### src/rtl/my_pkg.sv
// Shared types and constants for the multicycle MIPS control unit.
//   - alu_op_t     : ALU operation codes driven on alu_sel_o (SEL_WIDTH bits)
//   - ctrl_state_t : 4-bit FSM state encoding, visible on state_o
//   - alu_class_t  : instruction class handed to the ALU decoder
//   - opcode/funct field values and the datapath mux select codes
package my_pkg;

    localparam int unsigned OP_WIDTH  = 6;
    localparam int unsigned SEL_WIDTH = 4;

    typedef enum logic [SEL_WIDTH-1:0] {
        AluAdd  = 4'd0,
        AluSub  = 4'd1,
        AluAnnd = 4'd2,
        AluOor  = 4'd3,
        AluNoor = 4'd4,
        AluSlt  = 4'd5,
        AluSll  = 4'd6,
        AluSrl  = 4'd7
    } alu_op_t;

    typedef enum logic [3:0] {
        StFetch  = 4'd0,
        StDecode = 4'd1,
        StMemAdr = 4'd2,
        StMemRd  = 4'd3,
        StMemWb  = 4'd4,
        StMemWr  = 4'd5,
        StExecR  = 4'd6,
        StAluWbR = 4'd7,
        StExecI  = 4'd8,
        StAluWbI = 4'd9,
        StBranch = 4'd10,
        StJump   = 4'd11
    } ctrl_state_t;

    typedef enum logic [1:0] {
        ClsAdd    = 2'd0,
        ClsR      = 2'd1,
        ClsI      = 2'd2,
        ClsBranch = 2'd3
    } alu_class_t;

    // Opcode field values
    localparam logic [OP_WIDTH-1:0] OpRtype = 6'b000000;
    localparam logic [OP_WIDTH-1:0] OpJ     = 6'b000010;
    localparam logic [OP_WIDTH-1:0] OpBeq   = 6'b000100;
    localparam logic [OP_WIDTH-1:0] OpBne   = 6'b000101;
    localparam logic [OP_WIDTH-1:0] OpAddi  = 6'b001000;
    localparam logic [OP_WIDTH-1:0] OpAndi  = 6'b001100;
    localparam logic [OP_WIDTH-1:0] OpOri   = 6'b001101;
    localparam logic [OP_WIDTH-1:0] OpLw    = 6'b100011;
    localparam logic [OP_WIDTH-1:0] OpSw    = 6'b101011;

    // Funct field values
    localparam logic [OP_WIDTH-1:0] FnSll = 6'b000000;
    localparam logic [OP_WIDTH-1:0] FnSrl = 6'b000010;
    localparam logic [OP_WIDTH-1:0] FnAdd = 6'b100000;
    localparam logic [OP_WIDTH-1:0] FnSub = 6'b100010;
    localparam logic [OP_WIDTH-1:0] FnAnd = 6'b100100;
    localparam logic [OP_WIDTH-1:0] FnOr  = 6'b100101;
    localparam logic [OP_WIDTH-1:0] FnNor = 6'b100111;
    localparam logic [OP_WIDTH-1:0] FnSlt = 6'b101010;

    // ALU A source
    localparam logic [1:0] SrcAPc = 2'b00;
    localparam logic [1:0] SrcARs = 2'b01;
    localparam logic [1:0] SrcARt = 2'b10;

    // ALU B source
    localparam logic [2:0] SrcBRt     = 3'b000;
    localparam logic [2:0] SrcBFour   = 3'b001;
    localparam logic [2:0] SrcBSImm   = 3'b010;
    localparam logic [2:0] SrcBSImmSh = 3'b011;
    localparam logic [2:0] SrcBZImm   = 3'b100;
    localparam logic [2:0] SrcBShamt  = 3'b101;

    // PC source
    localparam logic [1:0] PcSrcAlu    = 2'b00;
    localparam logic [1:0] PcSrcAluOut = 2'b01;
    localparam logic [1:0] PcSrcJump   = 2'b10;

endpackage

### src/rtl/mips_multi_ctrl_if.sv
// Control bundle between the multicycle control FSM and the datapath.
//   Inputs to the controller : opcode_i, funct_i, zeroflag_i (+ mem_ready_i)
//   Outputs to the datapath  : enables, mux selects, alu_sel_o, illegal_o, state_o
// Modports: master = control unit, slave = datapath side.
// Optional macro MEM_WAIT_EN adds mem_ready_i for multi-cycle memory.
interface mips_multi_ctrl_if;

    logic [my_pkg::OP_WIDTH-1:0]  opcode_i;
    logic [my_pkg::OP_WIDTH-1:0]  funct_i;
    logic                         zeroflag_i;
`ifdef MEM_WAIT_EN
    logic                         mem_ready_i;
`endif
    logic                         pc_en_o;
    logic                         iord_o;
    logic                         mem_write_o;
    logic                         ir_write_o;
    logic                         reg_write_o;
    logic                         reg_dst_o;
    logic                         mem_to_reg_o;
    logic [1:0]                   alusrca_o;
    logic [2:0]                   alusrcb_o;
    logic [1:0]                   pcsrc_o;
    logic [my_pkg::SEL_WIDTH-1:0] alu_sel_o;
    logic                         illegal_o;
    logic [3:0]                   state_o;

    modport master (
`ifdef MEM_WAIT_EN
        input  mem_ready_i,
`endif
        input  opcode_i, funct_i, zeroflag_i,
        output pc_en_o, iord_o, mem_write_o, ir_write_o, reg_write_o, reg_dst_o,
        output mem_to_reg_o, alusrca_o, alusrcb_o, pcsrc_o, alu_sel_o, illegal_o, state_o
    );

    modport slave (
`ifdef MEM_WAIT_EN
        output mem_ready_i,
`endif
        output opcode_i, funct_i, zeroflag_i,
        input  pc_en_o, iord_o, mem_write_o, ir_write_o, reg_write_o, reg_dst_o,
        input  mem_to_reg_o, alusrca_o, alusrcb_o, pcsrc_o, alu_sel_o, illegal_o, state_o
    );

endinterface

### src/rtl/mips_alu_decoder.sv
// Combinational ALU operation decoder.
//   opcode_i    : instruction opcode field
//   funct_i     : instruction funct field
//   alu_class_i : which field selects the operation (plain add, R, I, branch)
//   alu_sel_o   : ALU operation code
//   valid_o     : the fields name an operation this core implements
module mips_alu_decoder
    import my_pkg::*;
(
    input  logic [OP_WIDTH-1:0] opcode_i,
    input  logic [OP_WIDTH-1:0] funct_i,
    input  alu_class_t          alu_class_i,
    output alu_op_t             alu_sel_o,
    output logic                valid_o
);

    always_comb begin
        alu_sel_o = AluAdd;
        valid_o   = 1'b0;
        case (alu_class_i)
            ClsAdd: valid_o = 1'b1;
            ClsBranch: begin
                alu_sel_o = AluSub;
                valid_o   = (opcode_i == OpBeq) || (opcode_i == OpBne);
            end
            ClsI: begin
                case (opcode_i)
                    OpAddi:  begin alu_sel_o = AluAdd;  valid_o = 1'b1; end
                    OpAndi:  begin alu_sel_o = AluAnnd; valid_o = 1'b1; end
                    OpOri:   begin alu_sel_o = AluOor;  valid_o = 1'b1; end
                    default: ;
                endcase
            end
            ClsR: begin
                case (funct_i)
                    FnAdd:   begin alu_sel_o = AluAdd;  valid_o = 1'b1; end
                    FnSub:   begin alu_sel_o = AluSub;  valid_o = 1'b1; end
                    FnAnd:   begin alu_sel_o = AluAnnd; valid_o = 1'b1; end
                    FnOr:    begin alu_sel_o = AluOor;  valid_o = 1'b1; end
                    FnNor:   begin alu_sel_o = AluNoor; valid_o = 1'b1; end
                    FnSlt:   begin alu_sel_o = AluSlt;  valid_o = 1'b1; end
                    FnSll:   begin alu_sel_o = AluSll;  valid_o = 1'b1; end
                    FnSrl:   begin alu_sel_o = AluSrl;  valid_o = 1'b1; end
                    default: ;
                endcase
            end
            default: ;
        endcase
    end

endmodule

### src/rtl/mips_multi_ctrl.sv
// Main control FSM of the multicycle MIPS core (Moore, one state per step).
//   clk   : rising-edge clock
//   rst_n : synchronous active-low reset; while low all enables and illegal_o are 0
//   bus   : mips_multi_ctrl_if.master -- decode inputs in, datapath controls out
// Optional macro MEM_WAIT_EN: FETCH/MEMRD/MEMWR hold until bus.mem_ready_i is 1.
module mips_multi_ctrl
    import my_pkg::*;
(
    input  logic                   clk,
    input  logic                   rst_n,
    mips_multi_ctrl_if.master      bus
);

    ctrl_state_t r_state;
    ctrl_state_t w_state_next;

    alu_class_t  w_class;
    alu_op_t     w_dec_sel;
    logic        w_dec_valid;
    logic        w_mem_ready;

    logic        w_pc_en;
    logic        w_iord;
    logic        w_mem_write;
    logic        w_ir_write;
    logic        w_reg_write;
    logic        w_reg_dst;
    logic        w_mem_to_reg;
    logic [1:0]  w_alusrca;
    logic [2:0]  w_alusrcb;
    logic [1:0]  w_pcsrc;
    alu_op_t     w_alu_sel;
    logic        w_illegal;
    logic        w_is_shift;

`ifdef MEM_WAIT_EN
    assign w_mem_ready = bus.mem_ready_i;
`else
    assign w_mem_ready = 1'b1;
`endif

    assign w_is_shift = (bus.funct_i == FnSll) || (bus.funct_i == FnSrl);

    // Kept apart from the main decode so the decoder feedback is not a comb loop.
    always_comb begin
        w_class = ClsAdd;
        case (r_state)
            StExecR:  w_class = ClsR;
            StExecI:  w_class = ClsI;
            StBranch: w_class = ClsBranch;
            default:  w_class = ClsAdd;
        endcase
    end

    mips_alu_decoder u_alu_dec (
        .opcode_i    (bus.opcode_i),
        .funct_i     (bus.funct_i),
        .alu_class_i (w_class),
        .alu_sel_o   (w_dec_sel),
        .valid_o     (w_dec_valid)
    );

    always_ff @(posedge clk) begin
        if (!rst_n) begin
            r_state <= StFetch;
        end else begin
            r_state <= w_state_next;
        end
    end

    always_comb begin
        w_state_next = StFetch;
        w_pc_en      = 1'b0;
        w_iord       = 1'b0;
        w_mem_write  = 1'b0;
        w_ir_write   = 1'b0;
        w_reg_write  = 1'b0;
        w_reg_dst    = 1'b0;
        w_mem_to_reg = 1'b0;
        w_alusrca    = SrcAPc;
        w_alusrcb    = SrcBRt;
        w_pcsrc      = PcSrcAlu;
        w_alu_sel    = AluAdd;
        w_illegal    = 1'b0;
        case (r_state)
            StFetch: begin
                // PC+4 goes straight from the ALU into the PC
                w_ir_write   = w_mem_ready;
                w_pc_en      = w_mem_ready;
                w_alusrcb    = SrcBFour;
                w_state_next = w_mem_ready ? StDecode : StFetch;
            end
            StDecode: begin
                // Branch target is computed speculatively into ALUOut
                w_alusrcb = SrcBSImmSh;
                case (bus.opcode_i)
                    OpRtype:             w_state_next = StExecR;
                    OpLw, OpSw:          w_state_next = StMemAdr;
                    OpBeq, OpBne:        w_state_next = StBranch;
                    OpAddi, OpAndi, OpOri: w_state_next = StExecI;
                    OpJ:                 w_state_next = StJump;
                    default: begin
                        w_state_next = StFetch;
                        w_illegal    = 1'b1;
                    end
                endcase
            end
            StExecR: begin
                w_alusrca = w_is_shift ? SrcARt : SrcARs;
                w_alusrcb = w_is_shift ? SrcBShamt : SrcBRt;
                if (w_dec_valid) begin
                    w_alu_sel    = w_dec_sel;
                    w_state_next = StAluWbR;
                end else begin
                    w_illegal    = 1'b1;
                    w_state_next = StFetch;
                end
            end
            StAluWbR: begin
                w_reg_dst    = 1'b1;
                w_reg_write  = 1'b1;
                w_state_next = StFetch;
            end
            StExecI: begin
                w_alusrca = SrcARs;
                w_alusrcb = (bus.opcode_i == OpAddi) ? SrcBSImm : SrcBZImm;
                if (w_dec_valid) begin
                    w_alu_sel    = w_dec_sel;
                    w_state_next = StAluWbI;
                end else begin
                    w_illegal    = 1'b1;
                    w_state_next = StFetch;
                end
            end
            StAluWbI: begin
                w_reg_write  = 1'b1;
                w_state_next = StFetch;
            end
            StMemAdr: begin
                w_alusrca    = SrcARs;
                w_alusrcb    = SrcBSImm;
                w_state_next = (bus.opcode_i == OpLw) ? StMemRd : StMemWr;
            end
            StMemRd: begin
                w_iord       = 1'b1;
                w_state_next = w_mem_ready ? StMemWb : StMemRd;
            end
            StMemWb: begin
                w_mem_to_reg = 1'b1;
                w_reg_write  = 1'b1;
                w_state_next = StFetch;
            end
            StMemWr: begin
                w_iord       = 1'b1;
                w_mem_write  = 1'b1;
                w_state_next = w_mem_ready ? StFetch : StMemWr;
            end
            StBranch: begin
                w_alusrca    = SrcARs;
                w_alusrcb    = SrcBRt;
                w_alu_sel    = w_dec_sel;
                w_pcsrc      = PcSrcAluOut;
                // Only Mealy-style output: taken/not-taken from the live zero flag
                w_pc_en      = (bus.opcode_i == OpBne) ? ~bus.zeroflag_i : bus.zeroflag_i;
                w_state_next = StFetch;
            end
            StJump: begin
                w_pcsrc      = PcSrcJump;
                w_pc_en      = 1'b1;
                w_state_next = StFetch;
            end
            default: w_state_next = StFetch;
        endcase
    end

    // Reset masks every side-effecting strobe in the same cycle it is low.
    assign bus.pc_en_o      = w_pc_en & rst_n;
    assign bus.iord_o       = w_iord;
    assign bus.mem_write_o  = w_mem_write & rst_n;
    assign bus.ir_write_o   = w_ir_write & rst_n;
    assign bus.reg_write_o  = w_reg_write & rst_n;
    assign bus.reg_dst_o    = w_reg_dst;
    assign bus.mem_to_reg_o = w_mem_to_reg;
    assign bus.alusrca_o    = w_alusrca;
    assign bus.alusrcb_o    = w_alusrcb;
    assign bus.pcsrc_o      = w_pcsrc;
    assign bus.alu_sel_o    = w_alu_sel;
    assign bus.illegal_o    = w_illegal & rst_n;
    assign bus.state_o      = r_state;

endmodule
### src/flat_wrapper.sv
// flat-port wrapper written by rule: the top's interface ports become plain ports
module mips_multi_ctrl_flat import my_pkg::*;
  (clk, rst_n, bus_opcode_i, bus_funct_i, bus_zeroflag_i, bus_pc_en_o, bus_iord_o, bus_mem_write_o, bus_ir_write_o, bus_reg_write_o, bus_reg_dst_o, bus_mem_to_reg_o, bus_alusrca_o, bus_alusrcb_o, bus_pcsrc_o, bus_alu_sel_o, bus_illegal_o, bus_state_o);
  mips_multi_ctrl_if bus_i ();
  input  logic clk;
  input  logic rst_n;
  input wire logic [$bits(bus_i.opcode_i)-1:0] bus_opcode_i;
  input wire logic [$bits(bus_i.funct_i)-1:0] bus_funct_i;
  input wire logic [$bits(bus_i.zeroflag_i)-1:0] bus_zeroflag_i;
  output wire logic [$bits(bus_i.pc_en_o)-1:0] bus_pc_en_o;
  output wire logic [$bits(bus_i.iord_o)-1:0] bus_iord_o;
  output wire logic [$bits(bus_i.mem_write_o)-1:0] bus_mem_write_o;
  output wire logic [$bits(bus_i.ir_write_o)-1:0] bus_ir_write_o;
  output wire logic [$bits(bus_i.reg_write_o)-1:0] bus_reg_write_o;
  output wire logic [$bits(bus_i.reg_dst_o)-1:0] bus_reg_dst_o;
  output wire logic [$bits(bus_i.mem_to_reg_o)-1:0] bus_mem_to_reg_o;
  output wire logic [$bits(bus_i.alusrca_o)-1:0] bus_alusrca_o;
  output wire logic [$bits(bus_i.alusrcb_o)-1:0] bus_alusrcb_o;
  output wire logic [$bits(bus_i.pcsrc_o)-1:0] bus_pcsrc_o;
  output wire logic [$bits(bus_i.alu_sel_o)-1:0] bus_alu_sel_o;
  output wire logic [$bits(bus_i.illegal_o)-1:0] bus_illegal_o;
  output wire logic [$bits(bus_i.state_o)-1:0] bus_state_o;
  assign bus_i.opcode_i = bus_opcode_i;
  assign bus_i.funct_i = bus_funct_i;
  assign bus_i.zeroflag_i = bus_zeroflag_i;
  assign bus_pc_en_o = bus_i.pc_en_o;
  assign bus_iord_o = bus_i.iord_o;
  assign bus_mem_write_o = bus_i.mem_write_o;
  assign bus_ir_write_o = bus_i.ir_write_o;
  assign bus_reg_write_o = bus_i.reg_write_o;
  assign bus_reg_dst_o = bus_i.reg_dst_o;
  assign bus_mem_to_reg_o = bus_i.mem_to_reg_o;
  assign bus_alusrca_o = bus_i.alusrca_o;
  assign bus_alusrcb_o = bus_i.alusrcb_o;
  assign bus_pcsrc_o = bus_i.pcsrc_o;
  assign bus_alu_sel_o = bus_i.alu_sel_o;
  assign bus_illegal_o = bus_i.illegal_o;
  assign bus_state_o = bus_i.state_o;
  mips_multi_ctrl u_core (.clk(clk), .rst_n(rst_n), .bus(bus_i));
endmodule
### config.mk
export PLATFORM = sky130hd
export DESIGN_NAME = mips_multi_ctrl_flat
export DESIGN_NICKNAME = d
export VERILOG_FILES = /design/src/rtl/my_pkg.sv /design/src/rtl/mips_multi_ctrl_if.sv /design/src/rtl/mips_alu_decoder.sv /design/src/rtl/mips_multi_ctrl.sv /design/src/flat_wrapper.sv
export SDC_FILE = /design/constraint.sdc
export NUM_CORES = 1
export LEC_CHECK = 0
export CAP_MARGIN = 20
export CORE_MARGIN = 2
export CORE_UTILIZATION = 35
export DETAILED_ROUTE_END_ITERATION = 10
export DONT_BUFFER_PORTS = 1
export GPL_TIMING_DRIVEN = 1
export SKIP_LAST_GASP = 1
export SLEW_MARGIN = 20
export SYNTH_ARGS = -nofsm -noshare
export SYNTH_HDL_FRONTEND = slang
export SYNTH_SLANG_ARGS = --single-unit
export TNS_END_PERCENT = 10
### constraint.sdc
create_clock -name clk -period 2.5 [get_ports clk]
set_input_delay 0.5 -clock clk [delete_from_list [all_inputs] [get_ports clk]]
set_output_delay 0.5 -clock clk [all_outputs]
set_load 0.02 [all_outputs]
# == After elaboration in Yosys (flattened, before gate mapping) ==
# Cells that the tools add are included.
# Widths: inputs -> output; s select.
# classes
n_eq_ne,29
n_mux,31
bitwise,6
reduce_logical,16
# ops
op,n
$eq 6x6->1 const B,8
$pmux 4 s6,1
$pmux 3 s7,1
$pmux 4 s5,1
$eq 6x4->1 const B,3
$eq 4x3->1 const B,4
$eq 4x4->1 const B,4
$mux 3,5
$pmux 3 s5,1
$eq 6x2->1 const B,2
$eq 6x3->1 const B,2
$logic_not 6->1,2
$pmux 2 s2,3
$mux 1,11
$reduce_or 2->1,5
$pmux 3 s3,1
$reduce_or 3->1,3
$reduce_or 9->1,1
$eq 4x2->1 const B,2
$pmux 4 s2,1
$reduce_or 8->1,1
$pmux 2 s3,1
$and 1x1->1,5
$eq 2x2->1 const B,2
10 further kinds,12
# totals
reg_bits,4
wordCells,83

# == Logic depth before layout (Yosys ltp) ==
# depth
word_depth,7
depth_mapped,5
ltp_nobuf,4

# == Hierarchy ==
# Synthesis repeated with hierarchy kept, for this count alone.
# hier_totals
hier_cells,135
area_unflattened_um2,894.6
# by_module_without_submodules
module,n_inst,cells_each,area_per_inst_um2,seq_area_each_um2
mips_multi_ctrl,1,104,691.9,80.1
mips_alu_decoder,1,31,202.7,0.0

# == Worst setup path before layout ==
# OpenSTA, ideal clock, no wires.
# synth_timing
path_type,register -> output
from,"register u_core.r_state[2], in the netlist u_core.bus.state_o[2]"
to,output port bus_alu_sel_o[2]
arrival_ns,1.821
path_slack_ns,0.179
path_stages_with_launch,6
path_cell_list,dfxtp_1 buf_6 nand2b_2 nor3_1 o31ai_4 nor3_1
# synth_between
elab_chain_cells,6
# synth_rtl
item,line_no,text
start: declaration,mips_multi_ctrl.sv:14,ctrl_state_t r_state;
start signal: assignment,mips_multi_ctrl.sv:65,r_state <= StFetch;
start signal: assignment,mips_multi_ctrl.sv:67,r_state <= w_state_next;
$eq 4x4->1 / $eq 4x3->1 (equally long branches),"mips_multi_ctrl.sv:47, mips_multi_ctrl.sv:85",
$pmux 2 s3,mips_multi_ctrl.sv:47,case (r_state)
$eq 2x1->1 (tied with other cells),mips_alu_decoder.sv:20,case (alu_class_i)
$pmux 1 s4 / $pmux 3 s3 (equally long branches),mips_alu_decoder.sv:20,
$mux 3,"mips_multi_ctrl.sv:111, mips_multi_ctrl.sv:127",
$pmux 4 s2 (*),mips_multi_ctrl.sv:85,case (r_state)
end: declaration,flat_wrapper.sv:20,output wire logic [$bits(bus_i.alu_sel_o)-1:0] bus_alu_sel_o;
# Every way passes the cells marked *; elsewhere a longest branch is shown, timed or not.

# == Worst setup path after layout ==
# layout_timing
from,"register u_core.r_state[3], in the netlist u_core.bus.state_o[3]"
to,output port bus_illegal_o
# layout_between
elab_chain_cells,7
# layout_rtl
item,line_no,text
$eq 4x4->1 (tied with other cells),mips_multi_ctrl.sv:47,
$pmux 2 s3,mips_multi_ctrl.sv:47,
$eq 2x1->1 (tied with other cells),mips_alu_decoder.sv:20,
$pmux 1 s4,mips_alu_decoder.sv:20,
$mux 1,"mips_multi_ctrl.sv:111, mips_multi_ctrl.sv:127",
$pmux 1 s2 (*),mips_multi_ctrl.sv:85,
$and 1x1->1 (*),mips_multi_ctrl.sv:188,assign bus.illegal_o = w_illegal & rst_n;
end: declaration,flat_wrapper.sv:21,output wire logic [$bits(bus_i.illegal_o)-1:0] bus_illegal_o;
# Marks and branches as above.

==> impl_metrics.csv <==
group,metric,value,unit
global_routing,use_met3,0.0374,
yosys,yosysTopAreaCell,"dfxtp_1",
yosys,synth_seq_cells,4,
power,power.density,254,nW/um2
setup_path,crit_arrival,1790,ps
yosys,syn-num-nets,125,
timing,maxSlewHeadroom,0.517,
setup_path,max_stage_delay,520,ps
timing,setup_viol,0,
routing,drcViolationCount,0,
global_routing,grt_overflow,0,
cts,clock_path_buffers,2,
timing,fin_ws,206,ps
die,rows,17,
timing,post-route-period-util,0.918,
global_routing,antenna_found_initial,0,
setup_path,crit_required,2000,ps
timing,period_minus_slack,2290,ps
routing,wl,2.21,mm
cts,path_clk_slew,30,ps
timing,tns,0,ps
timing,hold_violations,0,
setup_path,r2r-start,"u_core.bus.state_o[0]$_SDFF_PN0_",
power,worst_ir_drop_vdd,144,uV
setup_path,path_class,"flop to output pin",
yosys,seq_area_frac_synth,0.101,
yosys,async_flop_share,0,
routing,num_vias,908,
global_routing,grt_pass1_wl,3.77,mm
place,pre_cts_slack,298,ps
setup_path,path_delay_family,"flip-flops",
setup_path,worstPathCellList,"nand2b_1, nor3_1, o211ai_1, a31o_2",
final_layout,fin_area,902,um2
global_routing,grt.busiest_layer,"met2",
setup_path,worst-path-max-fanout,7,
routing,wire_per_inst,14.8,um
final_layout,fin_cells,149,
yosys,ys_warn_count,0,
place,dp.cells,146,
yosys,syn_avg_cell_area,7.19,um2
place,io_buffers,0,
global_routing,grt_pass1_vias,844,
setup_path,cp_num_cells,4,
routing,dr.pass1.iters,4,
cts,postCtsSetupRepairBufs,0,
setup_path,cp_num_buf_inv,0,
yosys,synth_edf_count,0,
timing,max_clock_freq,0.436,GHz
global_routing,grtUsageMet2,0.325,
yosys,synth_area,791,um2
yosys,ys_top_cells_by_count,"nor2_1 (11), nor3_1 (11), nand2_1 (6)",
timing,slew_viol_final,0,
die,core-area,2170,um2
die,chipWidth,51.5,um
yosys,synth_top_cells_by_area,"dfxtp_1 (10%), nor3_1 (7.0%), buf_6 (5.7%)",
cts,root_buffer,"clkbuf_4",
power,p_leak,0.338,nW
cts,clock-sinks,4,
worst_hold_path,hold_path.class,"input port to flop",
worst_hold_path,worstHoldPathCells,3,
routing,vias_per_cell,6.09,
final_layout,area_growth,14.1,%
cts,cts_tree,"done",
setup_path,slowest_stage,"dfxtp_1",
die,die_area,2660,um2
place,place_congestion,0.955,
cts,htree_levels,1,
routing,ant_nets,0,
run,cap_violations,0,
yosys,synth_ff_type,"dfxtp_1",
place,placed_area,878,um2
yosys,synthCells,110,
final_layout,diodes,0,
global_routing,track_usage,0.181,
global_routing,grtUsageMet1,0.212,
final_layout,largest_register_ff_count,4,
final_layout,drive_above_1_share,0.264,
routing,drtIter0Drc,10,
cts,clkLatencyLatePin,240,ps
run_status,outcome,"finished, final reports clean",
die,chipHeight,51.5,um
power,power,229,uW
cts,numCtsBuffers,3,
timing,worst_pin_slew,718,ps
cts,hold_buffers,0,
setup_path,rr_worst_depth,4,
die,start_util,0.364,
yosys,synth_top_area_frac,0.101,
final_layout,nets,138,
setup_path,critPathLaunch,"u_core.bus.state_o[3]$_SDFF_PN0_",
die,pin_count,38,
setup_path,start_kind,"flop",
timing,rsz0062_at_grt,"false",
timing,skew,5.26,ps
setup_path,endpoint_kind,"output pin",
yosys,synth_cell_types,47,
place,dp_hpwl,1.78,mm
global_routing,grt_max_degree,14,
worst_hold_path,min-delay-start,"bus_opcode_i[4]",
-- worst paths after layout --
check | to | slack (ps)
worst max-delay path | bus_illegal_o | 210
worst min-delay path | u_core.bus.state_o[0]$_SDFF_PN0_ | 510
worst max register to register | u_core.bus.state_o[2]$_SDFF_PN0_ | 930
worst min register to register | u_core.bus.state_o[0]$_SDFF_PN0_ | 750
-- placed cells by master, fill, tap and decap left out, drive strengths merged, types with 2 or more instances in the layout --
master,n
nand2b,5
nor2b,3
nand3,2
nand4b,3
o211ai,2
nor4,3
o31ai,3
a21o,3
a21oi,5
o41ai,2
nor2,11
nor3,11
a31oi,4
o21ai,4
a211oi,2
and3,3
buf,16
clkbuf,3
inv,4
dfxtp,4
or4,2
nor3b,4
nand2,6
-- where the power goes --
| group | internal [mW] | leakage, nW | switching (mW) |
|---|---|---|---|
| clock network | 0.0536 | 0.0138 | 0.0259 |
| logic | 0.0354 | 0.291 | 0.0414 |
| registers | 0.0662 | 0.0331 | 0.00609 |
-- through the flow --
| step | hold WS (ps) | utilization |
|---|---|---|
| final | 508 | 0.416 |
| after global routing | 530 | 0.416 |
| after CTS | 499 | 0.415 |
| after detailed placement | 745 | 0.405 |
| after global placement | 749 | 0.405 |
| after floorplan | 726 | - |
-- repair_timing --
| item | CTS | global route |
|---|---|---|
| resized for setup | 0 | 1 |
| endpoints found under the setup margin | 0 | 1 |
| hold endpoints to repair | 0 | 0 |
-- metal layers --
layer,vias up,wire length (um)
met5,-,0
li1,446,-
met3,2,130
met4,0,11
met2,27,1130
met1,433,938
-- cells by family after synthesis --
group                     Yosys count  share of synthesized area
muxes                               1                     0.0142
DFF                                 4                      0.101
xor gates and xnor gates            1                     0.0111
other                               1                    0.00474
AOI/OAI and AO/OA                  33                      0.332
buffers and inverters              12                      0.104
and+or+nand+nor                    58                      0.432
-- worst min-delay path: cells and delay by family --
kind | cells | cell delay (ps)
AND/OR/NAND/NOR | 1 | 50
AO/OA/AOI/OAI | 2 | 120
-- area by class of cell --
type                            instances  area (um2)
Inverter                                4        15.0
Sequential cell                         4        81.3
Multi-Input combinational cell         94         628
Fill cell                             252        1270
Tap cell                               28        35.0
Clock buffer                            3        22.5
Timing Repair Buffer                   16         120
Power figures use the tool's default switching activity.
